<file path="src/rtl/opp_m_if.sv">
//------------------------------------------------------------------------------
// opp_m_if : row in/out bundle for the opp_m matrix negation unit
// Revision : 1.0
//------------------------------------------------------------------------------
`default_nettype none

interface opp_m_if;
   logic        in_valid;
   logic [39:0] m_1;
   logic        out_valid;
   logic [39:0] m_out;
   logic [4:0]  ovf;

   modport master (
      output in_valid,
      output m_1,
      input  out_valid,
      input  m_out,
      input  ovf
   );

   modport slave (
      input  in_valid,
      input  m_1,
      output out_valid,
      output m_out,
      output ovf
   );
endinterface

`default_nettype wire

</file>
<file path="src/rtl/opp_m.sv">
//------------------------------------------------------------------------------
// opp_m : registered five-lane signed 8-bit row negation, one row per cycle.
//         OPP_M_SATURATE_EN maps -128 to +127 instead of wrapping.
// Revision : 1.0
//------------------------------------------------------------------------------
`default_nettype none

module opp_m (
   input  wire logic clk,
   input  wire logic rst,
   opp_m_if.slave    bus
);

   localparam int          c_lanes = 5;
   localparam logic [7:0]  c_min   = 8'h80;
`ifdef OPP_M_SATURATE_EN
   localparam logic [7:0]  c_max   = 8'h7F;
`endif

   logic [39:0] w_neg;
   logic [4:0]  w_ovf;

   logic        r_valid;
   logic [39:0] r_out;
   logic [4:0]  r_ovf;

   // Each lane negates in isolation so no carry crosses a lane boundary.
   for (genvar i = 0; i < c_lanes; i++) begin : g_lane
      logic [7:0] w_x;
      assign w_x      = bus.m_1[8*i +: 8];
      assign w_ovf[i] = (w_x == c_min);
`ifdef OPP_M_SATURATE_EN
      assign w_neg[8*i +: 8] = w_ovf[i] ? c_max : (~w_x + 8'd1);
`else
      assign w_neg[8*i +: 8] = ~w_x + 8'd1;
`endif
   end

   always_ff @(posedge clk or posedge rst) begin
      if (rst) begin
         r_valid <= 1'b0;
         r_out   <= 40'h0;
         r_ovf   <= 5'b0;
      end else if (bus.in_valid) begin
         r_valid <= 1'b1;
         r_out   <= w_neg;
         r_ovf   <= w_ovf;
      end else begin
         r_valid <= 1'b0;
      end
   end

   assign bus.out_valid = r_valid;
   assign bus.m_out     = r_out;
   assign bus.ovf       = r_ovf;

endmodule

`default_nettype wire

</file>
<file path="src/flat_wrapper.sv">
// flat-port wrapper written by rule: the top's interface ports become plain ports
module opp_m_flat 
  (clk, rst, bus_in_valid, bus_m_1, bus_out_valid, bus_m_out, bus_ovf);
  opp_m_if bus_i ();
  input  wire logic clk;
  input  wire logic rst;
  input wire logic [$bits(bus_i.in_valid)-1:0] bus_in_valid;
  input wire logic [$bits(bus_i.m_1)-1:0] bus_m_1;
  output wire logic [$bits(bus_i.out_valid)-1:0] bus_out_valid;
  output wire logic [$bits(bus_i.m_out)-1:0] bus_m_out;
  output wire logic [$bits(bus_i.ovf)-1:0] bus_ovf;
  assign bus_i.in_valid = bus_in_valid;
  assign bus_i.m_1 = bus_m_1;
  assign bus_out_valid = bus_i.out_valid;
  assign bus_m_out = bus_i.m_out;
  assign bus_ovf = bus_i.ovf;
  opp_m u_core (.clk(clk), .rst(rst), .bus(bus_i));
endmodule
</file>
<file path="config.mk">
export PLATFORM = sky130hd
export DESIGN_NAME = opp_m_flat
export DESIGN_NICKNAME = d
export VERILOG_FILES = /design/src/rtl/opp_m_if.sv /design/src/rtl/opp_m.sv /design/src/flat_wrapper.sv
export SDC_FILE = /design/constraint.sdc
export NUM_CORES = 1
export LEC_CHECK = 0
export ABC_CLOCK_PERIOD_IN_PS = 1900
export CORE_UTILIZATION = 44
export CTS_CLUSTER_DIAMETER = 200
export CTS_CLUSTER_SIZE = 16
export DETAILED_ROUTE_END_ITERATION = 8
export PLACE_DENSITY_LB_ADDON = 0.15
export SETUP_SLACK_MARGIN = 0.3
export SYNTH_ARGS = -nofsm -noshare
export SYNTH_HDL_FRONTEND = slang
export SYNTH_SLANG_ARGS = --single-unit
</file>
<file path="constraint.sdc">
create_clock -name clk -period 1.9 [get_ports clk]
set_clock_uncertainty 0.15 [all_clocks]
set_input_delay 0.57 -clock clk [delete_from_list [all_inputs] [get_ports clk]]
set_output_delay 0.57 -clock clk [all_outputs]
set_load 0.03 [all_outputs]
</file>
# After elaboration in Yosys (flattened, before gate mapping)

Index checks and enable logic that the tools add are counted.

Register bits: 46
Bits in latches: 0
Bits in writable memories: 0
Bits in read-only memories: 0
Bits of input ports: 43
Output and inout port bits: 46
Logic and storage cells: 19
Memories kept: 0

Add/sub/neg operators: 5
Multipliers: 0
Divide/modulo/power cells: 0
$lt $le $gt $ge: 0
Equal/unequal tests: 5
Shift-type cells: 0
Muxes and demuxes: 1
Bitwise logic cells: 5
Reduce and logical (&&, ||, !) cells: 0

Operators with widths:

| operator            | count |
|---|---|
| $add 8x1->8 const B | 5 |
| $eq 8x8->1 const B  | 5 |
| $not 8->8           | 5 |
| $mux 1              | 1 |

# Depth between registers and ports, before layout

Depth in word-level cells: 2
Gate-level depth with buffers: 6
Mapped depth without buffers: 5

# Least setup slack after synthesis

No wires, ideal clock.

Path kind: input port to flip-flop
Start: in bus_m_1[8]
End: reg u_core.r_out[14] (netlist: u_core.bus.m_out[14])
Data arrival time: 1.478 ns
Data required time: 1.616 ns
Slack: 0.137 ns
Stages on the path: 5
Buffers on the path: 0
Path through: inv_1 > ha_1 > nor4b_1 > and3_1 > o31ai_1

Longest elaborated chain between the ends: 2

RTL lines:

| item                 | RTL line          | RTL |
|---|---|---|
| start, declared      | flat_wrapper.sv:8 | `input wire logic [$bits(bus_i.m_1)-1:0] bus_m_1;` |
| $not 8->8            | opp_m.sv:35       | `assign w_neg[8*i +: 8] = ~w_x + 8'd1;` |
| $add 8x1->8          | opp_m.sv:35       |  |
| end signal, assigned | opp_m.sv:46       | `r_out <= w_neg;` |
| end, declared        | opp_m.sv:24       | `logic [39:0] r_out;` |

No other way between the ends.
A chain may end at the register's enable or synchronous reset.

# Final worst setup path

Start: reg u_core.r_out[14] (netlist: u_core.bus.m_out[14])
End: out bus_m_out[14]

RTL lines:

| item          | RTL line           | RTL |
|---|---|---|
| end, declared | flat_wrapper.sv:10 | `output wire logic [$bits(bus_i.m_out)-1:0] bus_m_out;` |

No word-level cell between the ends.

==> impl_metrics.ini <==
[detailed_routing]
detail_route.vias_per_cell = 5.16
drtPass1Iterations = 4
drc = 0
drt_iter0_drc = 31
wl_um = 5810
vias = 2187
route.antenna.remaining_nets = 0
post_drt_wl_per_cell_um = 13.7

[sta]
drv_slew = 0
hold_viol_final = 0
period_needed_ns = 1.59
finalSetupTns_ns = 0
worst_pin_slew_ns = 0.314
timing.final.ws_setup_ns = 0.309
finalSetupViolCount = 0
rsz0062_at_grt = true
finalCritPeriodShare = 0.837
relSlewSlack = 0.789
timing.fmax_ghz = 0.628

[setup_path]
end_kind = primary output
crit_slowest_cell = dfrtp_1
cp_max_fo = 2
path_delay_family = flip-flops
arrival_ns = 0.87
critical_path.max_stage_delay_ns = 0.39
required_ns = 1.18
worstPathCellList = clkbuf_2
worst-setup-path-type = reg -> out
critPathLaunchType = flop
cp.buffers_inverters = 1

[die]
fp.dieW_um = 75.3
io_pins = 89
die_height_um = 75.3
initial_core_util = 0.460
die_area_sq_mm = 0.00567
core_sq_mm = 0.00514
fp-row-count = 26

[power]
combPwrFrac = 0.291
p_leak_nw = 1.74
p_int_mw = 2.03
p_clk_frac = 0.310
seq_power_share = 0.399
peakVddDrop_uv = 430
netSwitchingFraction = 0.289
netSwitchingPower_mw = 0.828
powerDensity_mw_per_mm2 = 763

[global_route]
grt_pass1_vias = 2110
grt_pass1_wl_um = 9310
grt_max_degree = 47
overflow = 0
antenna_found_initial = 0
grt_util_all_layers = 0.216

[final_layout]
fin_area_sq_mm = 0.00375
syn2layout_area_growth_pct = 58.6
fillers = 452
multi_input_comb_area_sq_mm = 0.00121
layout-drive-gt1-share = 0.489
n_antenna_cell = 0
fin_nets = 401
stdcell_count = 424
seq_area_sq_mm = 0.00115

[synth]
ys_seq_elements = 46
synth_compound_gate_area_share = 0.125
synth.area.mux_share = 0.110
yosysWarnings = 0
synth_top_family_by_area = simple AND/OR/NAND/NOR gates
synth-simple-area-share = 0.155
netlist_area_sq_mm = 0.00236
synthTopCellsByArea = dfrtp_1, mux2_2, xnor2_1, nand2_1, o31ai_1
yosysUniqueCellTypes = 35
synth_ff_type = dfrtp_1
postSynthAreaPerCell_sq_um = 10.7
yosysSeqAreaShare = 0.487
synthAdderAreaFrac = 0.0265
synth_nets = 269
async_reset_ff_frac = 1.00
synth_top_area_cell = dfrtp_1
synth_edf_count = 0
synth_xor_xnor_area_share = 0.0482
synth_top_area_frac = 0.487
postSynthCellCount = 221

[min_path]
min_path_type = reg -> reg

[place]
dpl_cell_area_sq_mm = 0.00363
port_buffers = 88
pre_cts_ws_ns = -0.331
place.gp.congestion = 0.758
dp_hpwl_um = 4280
place_inst = 407

[clocking]
cts_tree = yes
cts_buffers = 5
clk_latency_ns = 0.29
postCtsHoldBufs = 0
htreeDepth = 2
cts.path.max_buffers = 2
cts.sinks = 46
cts_root_buffer = clkbuf_8
path_clk_slew_ns = 0.09

[status]
outcome = completed

[run]
drv_cap = 0
-- kinds of logic (layout without fill, tap and decap cells) --
kind of cell	Yosys count	in the layout
compound gates	38	38
xor+xnor	13	13
fa+ha+maj	5	5
buf+inv	30	163
flops	46	46
mux	23	23
simple gates	66	66
-- worst reg2reg max path: stages (launching register included) --
cell	delay, ns
dfrtp_1	0.39
buf_4	0.14
mux2_4	0.25
-- power by group through the flow --
stage,sequential (mW),clock [mW],combinational [mW]
after floorplan,1.35,0,0.214
after global placement,1.15,0,0.840
after detailed placement,1.15,0,0.852
after CTS,1.13,0.913,0.747
after global routing,1.15,0.943,0.893
final,1.14,0.888,0.833
-- worst paths after layout --
path | startpoint | end | slack, ns | depth (start not counted)
max | u_core.bus.m_out[14] | bus_m_out[14] | 0.31 | 1
min | u_core.bus.m_out[29] | u_core.bus.m_out[29] | 0.34 | 2
max reg2reg | u_core.bus.m_out[27] | u_core.bus.m_out[27] | 0.86 | 2
min reg2reg | u_core.bus.m_out[29] | u_core.bus.m_out[29] | 0.34 | 2
max in group asynchronous | rst | u_core.bus.m_out[36] | 0.85 | 3
min in group asynchronous | rst | u_core.bus.m_out[7] | 0.54 | 3
-- flip-flops by register name, indices dropped and copies added, names as in the netlist --
register / count
u_core.bus.ovf: 5
u_core.bus.out_valid: 1
u_core.bus.m_out: 40
-- stage by stage --
step	util	hold WS (ns)	total power, mW
2_1_floorplan	-	0.437	1.57
3_3_place_gp	0.707	0.317	1.99
3_5_place_dp	0.707	0.324	2.00
4_1_cts	0.685	0.335	2.79
5_1_grt	0.729	0.362	2.99
6_report	0.729	0.341	2.86
-- area by class of cell --
cell class / count / share of cell area
Clock buffer: 6 / 0.0220
Clock inverter: 2 / 0.0160
Inverter: 19 / 0.0200
Multi-Input combinational cell: 145 / 0.323
Sequential cell: 46 / 0.307
Tap cell: 70 / 0.0234
Timing Repair Buffer: 136 / 0.288
-- what timing repair did --
action                     CTS  global route
cloned                       0             0
setup endpoints to repair   85            54
setup buffers                2             7
pin swaps                   26            15
resized for setup          331           106
-- cells in the final DEF (no fill, tap or decap), types with 3 or more instances in the layout --
master,synthesis,layout
ha_1,5,3
nor3_1,8,6
xnor2_1,10,10
clkdlybuf4s50_1,0,8
o31a_1,3,3
clkbuf_8,0,6
or4_4,4,4
o31ai_2,1,4
inv_1,19,16
buf_4,0,62
clkdlybuf4s15_1,0,3
o21a_1,5,5
dlygate4sd2_1,0,9
nor4_1,4,3
o31ai_1,11,8
nand2b_1,3,3
nor2b_1,3,3
nand2_1,23,23
mux2_2,23,21
xor2_1,3,3
or3_4,0,4
nor2_1,3,3
clkbuf_2,0,5
buf_6,0,22
dfrtp_1,46,46
buf_2,3,25
nor3b_2,0,4
or3_1,7,3
-- per-layer routing --
| layer | vias to the layer above | wire length [um] | track usage |
|---|---|---|---|
| met5 | - | 0 | 0 |
| met4 | 0 | 77 | 0.0720 |
| met3 | 9 | 294 | 0.0370 |
| met2 | 59 | 3090 | 0.397 |
| met1 | 1068 | 2350 | 0.254 |
| li1 | 1051 | - | - |
-- cells in the mapped netlist (all sizes together), types with 4 or more instances --
master and n:
o31ai 12, nand2 23, o21a 5, nor3b 4, o21ai 4, xnor2 10, or4 4, nor3 8
inv 19, ha 5, mux2 23, or3 7, nor4 4, dfrtp 46, clkbuf 8
No activity file was read; power rests on OpenSTA's default activity.
==> patch 1: new RTL, config.mk and constraints unchanged <==
Reset style: synchronous (`rst`), changed in one clocked block.
--- a/src/rtl/opp_m.sv
+++ b/src/rtl/opp_m.sv
@@ -36,7 +36,7 @@
 `endif
    end
 
-   always_ff @(posedge clk or posedge rst) begin
+   always_ff @(posedge clk) begin
       if (rst) begin
          r_valid <= 1'b0;
          r_out   <= 40'h0;
Function: differs if rst is asserted again (counterexample within 4 cycles, from zero or initial values and one cycle with rst high); with rst held inactive, the same outputs for 10 cycles.
==> patch 1 against the original RTL <==
Setup slack lost 0.17 ns; area after synthesis shrank 3.4%; cell area grew 1.5%; routed wire length grew 27%; combinational power shrank 21%; via count grew 18%; synthesized cell count grew 18%; total power shrank 15%; register-to-register slack lost 0.03 ns; clock power shrank 19%; sequential cell count is the same; critical path depth grew 6; critical endpoint is now u_core.bus.m_out[38]; non-clock buffer count grew 13.
==> patch 1: results (changes against the original RTL) <==
The run finished with clean final reports. The register fraction of the total cell area was 24.20% (-6.5 points); the routing usage on met1 was 30.34% (+4.9 points). The tools report the count of inserted tapcells as 67 (-4.3%). The share of flip-flops with an asynchronous set or reset is 0% (-100 points). For the share of total power in the clock network, the log shows 29.5% (-1.5 points).

The total global-route track usage was 25.99% (+4.4 points). The weighted congestion reported at the end of routability-driven placement came out at 0.8285 (+9.3%). The logs give 5.691% (+2.0 points) for the global routing met3 resource utilization and 7 (+1) for the number of clock-tree buffers in the layout. The net count of the mapped netlist came out at 308 (+14%). The number of design-rule violations left by the first detailed-router iteration was 115 (+270%); the largest fanout on the critical path was 3 (+1). The maximum number of pins on one net before global-route repair came out at 25 (-47%). The data arrival at the endpoint of the critical path was 1.86 ns (+0.99 ns). The routed wirelength normalized by instance count came out at 15.68 um (+14%). Wire length of the first global-routing pass: 10,860 um (+17%). The portion of the post-synthesis area used by sequential elements is 40.35% (-8.4 points).

The commonest cells after synthesis are sky130_fd_sc_hd__dfxtp_1, sky130_fd_sc_hd__nand2_1, sky130_fd_sc_hd__nor2_1, sky130_fd_sc_hd__inv_1, sky130_fd_sc_hd__mux2i_1. Wire length on met1: 3022 um (+29%). The logs give 0.000715 W (-19%) for the power in the clock group and 431 um (+47%) for the met3 wire length. Amount of wire on met2 after detailed routing: 3795 um (+23%).

For the pre-CTS worst setup slack, the log shows -0.7470 ns (-0.4161 ns). The leakage component of the power was 1.762 nW (+1.1%). The tools report the count of different cell masters after synthesis as 43 (+23%). The worst-margin pin slew was 0.4982 ns (+0.1839 ns). The tools report the via count of the first global-routing pass as 2,371 (+12%).

The number of instances in the placed design was 460 (+13%); the multiplexer area fraction after synthesis was 6.579% (-4.4 points). The fraction of area in clock buffers and inverters is 2.795% (-1.0 points). The post-synthesis xor/xnor area fraction was 4.605% (-0.21 points); the ratio of cells with drive above 1 in the final layout was 42.68% (-6.2 points). The count of fill cells added during filler insertion is 341 (-25%), and the combinational share of power is 27.1% (-2.0 points). The worst supply voltage drop on vdd was 0.4506 mV (+4.9%); the post-synthesis share of cell area spent on full adders, half adders and majority gates was 2.741% (+0.094 points).

The logs give 47.37% (+7.7 points) for the met2 capacity usage during global routing and 450 (+12%) for the final net count. By area the synthesized netlist is led by sky130_fd_sc_hd__dfxtp_1, sky130_fd_sc_hd__mux2i_1, sky130_fd_sc_hd__nand2_1. The non-clock buffer count in the final layout was 149 (+9.6%). The compound-gate portion of the synthesized area was 14.86% (+2.4 points). The average via count per standard cell is 5.477 (+6.2%), and the half-perimeter wire length of the detailed placement result is 5266 um (+23%).
## patch 1: worst max-delay path, cell delays in order
cell and delay, ns:
sky130_fd_sc_hd__buf_12 0.11, sky130_fd_sc_hd__inv_12 0.04, sky130_fd_sc_hd__ha_4 0.11, sky130_fd_sc_hd__or4b_4 0.46
sky130_fd_sc_hd__buf_4 0.16, sky130_fd_sc_hd__nor4_2 0.25, sky130_fd_sc_hd__a311o_1 0.15
## patch 1: repair_timing
item,in CTS,in global routing
setup buffers,2,0
hold buffers,0,0
setup endpoints to repair,81,24
cloned,0,0
resized for setup,328,37
pin swaps,21,10
## patch 1: worst paths after layout
check	from	cells past startpoint	endpoint	slack, ns
hold / removal	u_core.bus.m_out[13]	2	u_core.bus.m_out[13]	0.32
hold reg to reg	u_core.bus.m_out[13]	2	u_core.bus.m_out[13]	0.32
setup / recovery	bus_m_1[33]	7	u_core.bus.m_out[38]	0.14
setup reg to reg	u_core.bus.m_out[14]	2	u_core.bus.m_out[14]	0.83
==> patch 2: new RTL, config.mk and constraints unchanged <==
Made on the original files. The option `OPP_M_SATURATE_EN` is turned on by a define.
--- a/src/rtl/opp_m.sv
+++ b/src/rtl/opp_m.sv
@@ -4,6 +4,8 @@
 // Revision : 1.0
 //------------------------------------------------------------------------------
 `default_nettype none
+
+`define OPP_M_SATURATE_EN
 
 module opp_m (
    input  wire logic clk,
Function: changed (Yosys sat finds a counterexample within 4 cycles, from zero or initial values and one cycle with rst high).
==> patch 2 against the original RTL <==
Routed wire length increased by 39%; final cell count increased by 23%; setup slack worse by 0.19 ns; largest power group unchanged; total power is 0.25% lower; area after synthesis is 5.8% higher; sequential cell count unchanged; cell area up 25%; hold slack gained 0.022 ns.
==> patch 2: results (changes against the original RTL) <==
The flow ran to the end, and the final reports show no timing, DRC or antenna violations. The final hold slack is 0.3635 ns (+0.02224 ns). The total wire length was 8064 um (+39%). The compound-gate portion of the synthesized area was 23.32% (+11 points). The number of resized instances in the post-cts repair step was 371 (+12%). After synthesis, the cell types taking the most area are sky130_fd_sc_hd__dfrtp_1, sky130_fd_sc_hd__a31oi_1, sky130_fd_sc_hd__nor2_1. The portion of the post-synthesis area used by sequential elements was 46.05% (-2.7 points). The worst-margin pin slew was 0.6428 ns (+0.3285 ns). The tools report the global routing met3 resource utilization as 6.118% (+2.4 points). The worst hold path stage count is 1 (-1), and the met3 wire length is 363 um (+23%). Wire length on met1: 3421 um (+46%). The logs give 0.8246 (+8.8%) for the weighted congestion reported at the end of routability-driven placement and 0.75 ns (-0.11 ns) for the worst-case register-to-register setup slack.

The start point of the worst min-delay path was u_core.bus.m_out[12]. In this run the critical register-to-register path is captured at u_core.bus.m_out[21]. The synthesized area per cell came out at 9.293 sq um (-13%). The run gives 5 (+1) as the first-pass iteration count of the detailed router. The fraction of the cycle the final worst path needs is 93.80% (+10 points), and the wire length of the first global-routing pass is 12,660 um (+36%).

Count of different cell masters after synthesis: 49 (+40%). The depth of the worst register-to-register path is 4 (+2), and the post-place instance area is 4116 sq um (+13%). The buffer count from post-CTS setup fixing is 7 (+5). The tools report the final net count as 495 (+23%). Net count of the mapped netlist: 317 (+18%).

The tools report the worst supply voltage drop on vdd as 0.3988 mV (-7.2%). The end point of the most critical hold path is u_core.bus.m_out[12]. The tools report the data arrival at the endpoint of the critical path as 1.83 ns (+0.96 ns). The multiplexer area fraction after synthesis is 0% (-11 points).

Number of design-rule violations left by the first detailed-router iteration: 106 (+240%). The leakage component of the power is 2.194 nW (+26%), and the met2 capacity usage during global routing is 43.98% (+4.3 points). The total global-route track usage is 26.48% (+4.9 points), and the pre-CTS worst setup slack is -0.7535 ns (-0.4227 ns).
==> patch 2: cell types whose count changed in the layout (fill, tap and decap cells not counted), sizes merged, moves of 6 or more <==
| cell | unedited run | this run |
|---|---|---|
| mux2 | 23 | 0 |
| a21oi | 1 | 9 |
| o21ai | 4 | 17 |
| buf | 110 | 157 |
| nand2 | 23 | 11 |
| a31oi | 0 | 24 |
| xnor2 | 10 | 0 |
| o31ai | 12 | 6 |
| nor2 | 3 | 29 |
==> patch 2: power breakdown <==
group          internal (W)  switching [W]  total (W)
logic              0.000492       0.000509    0.00100
registers           0.00107      0.0000674    0.00114
clock network      0.000368       0.000349   0.000717
==> patch 2: worst max-delay path, cell delays in order <==
cell and delay, ns:
sky130_fd_sc_hd__clkdlybuf4s15_2 0.20, sky130_fd_sc_hd__or4b_4 0.55, sky130_fd_sc_hd__o41a_1 0.32, sky130_fd_sc_hd__a22o_1 0.19
==> patch 2: layout make-up <==
| cell class | count | area (sq um) |
|---|---|---|
| sequential | 46 | 1151 |
| inverter | 22 | 158.9 |
| fill | 324 | 827.0 |
| clock buffer | 8 | 110.1 |
| tap | 72 | 90.09 |
| multi-input combinational | 190 | 1514 |
| timing repair buffer | 182 | 1655 |
==> patch 2: logic make-up after synthesis <==
logic type	after synthesis
simple gates	91
flops	46
fa+ha+maj	5
xor+xnor	7
compound gates	87
buf+inv	33
==> patch 2: how the worst max path moves through the flow <==
stage / start / end
6_report: bus_m_1[4] / u_core.bus.m_out[6]
4_1_cts: bus_m_1[0] / u_core.bus.m_out[6]
5_1_grt: bus_m_1[0] / u_core.bus.m_out[6]
3_3_place_gp: bus_m_1[1] / u_core.bus.m_out[6]
3_5_place_dp: bus_m_1[1] / u_core.bus.m_out[6]
2_1_floorplan: bus_m_1[1] / u_core.bus.m_out[6]
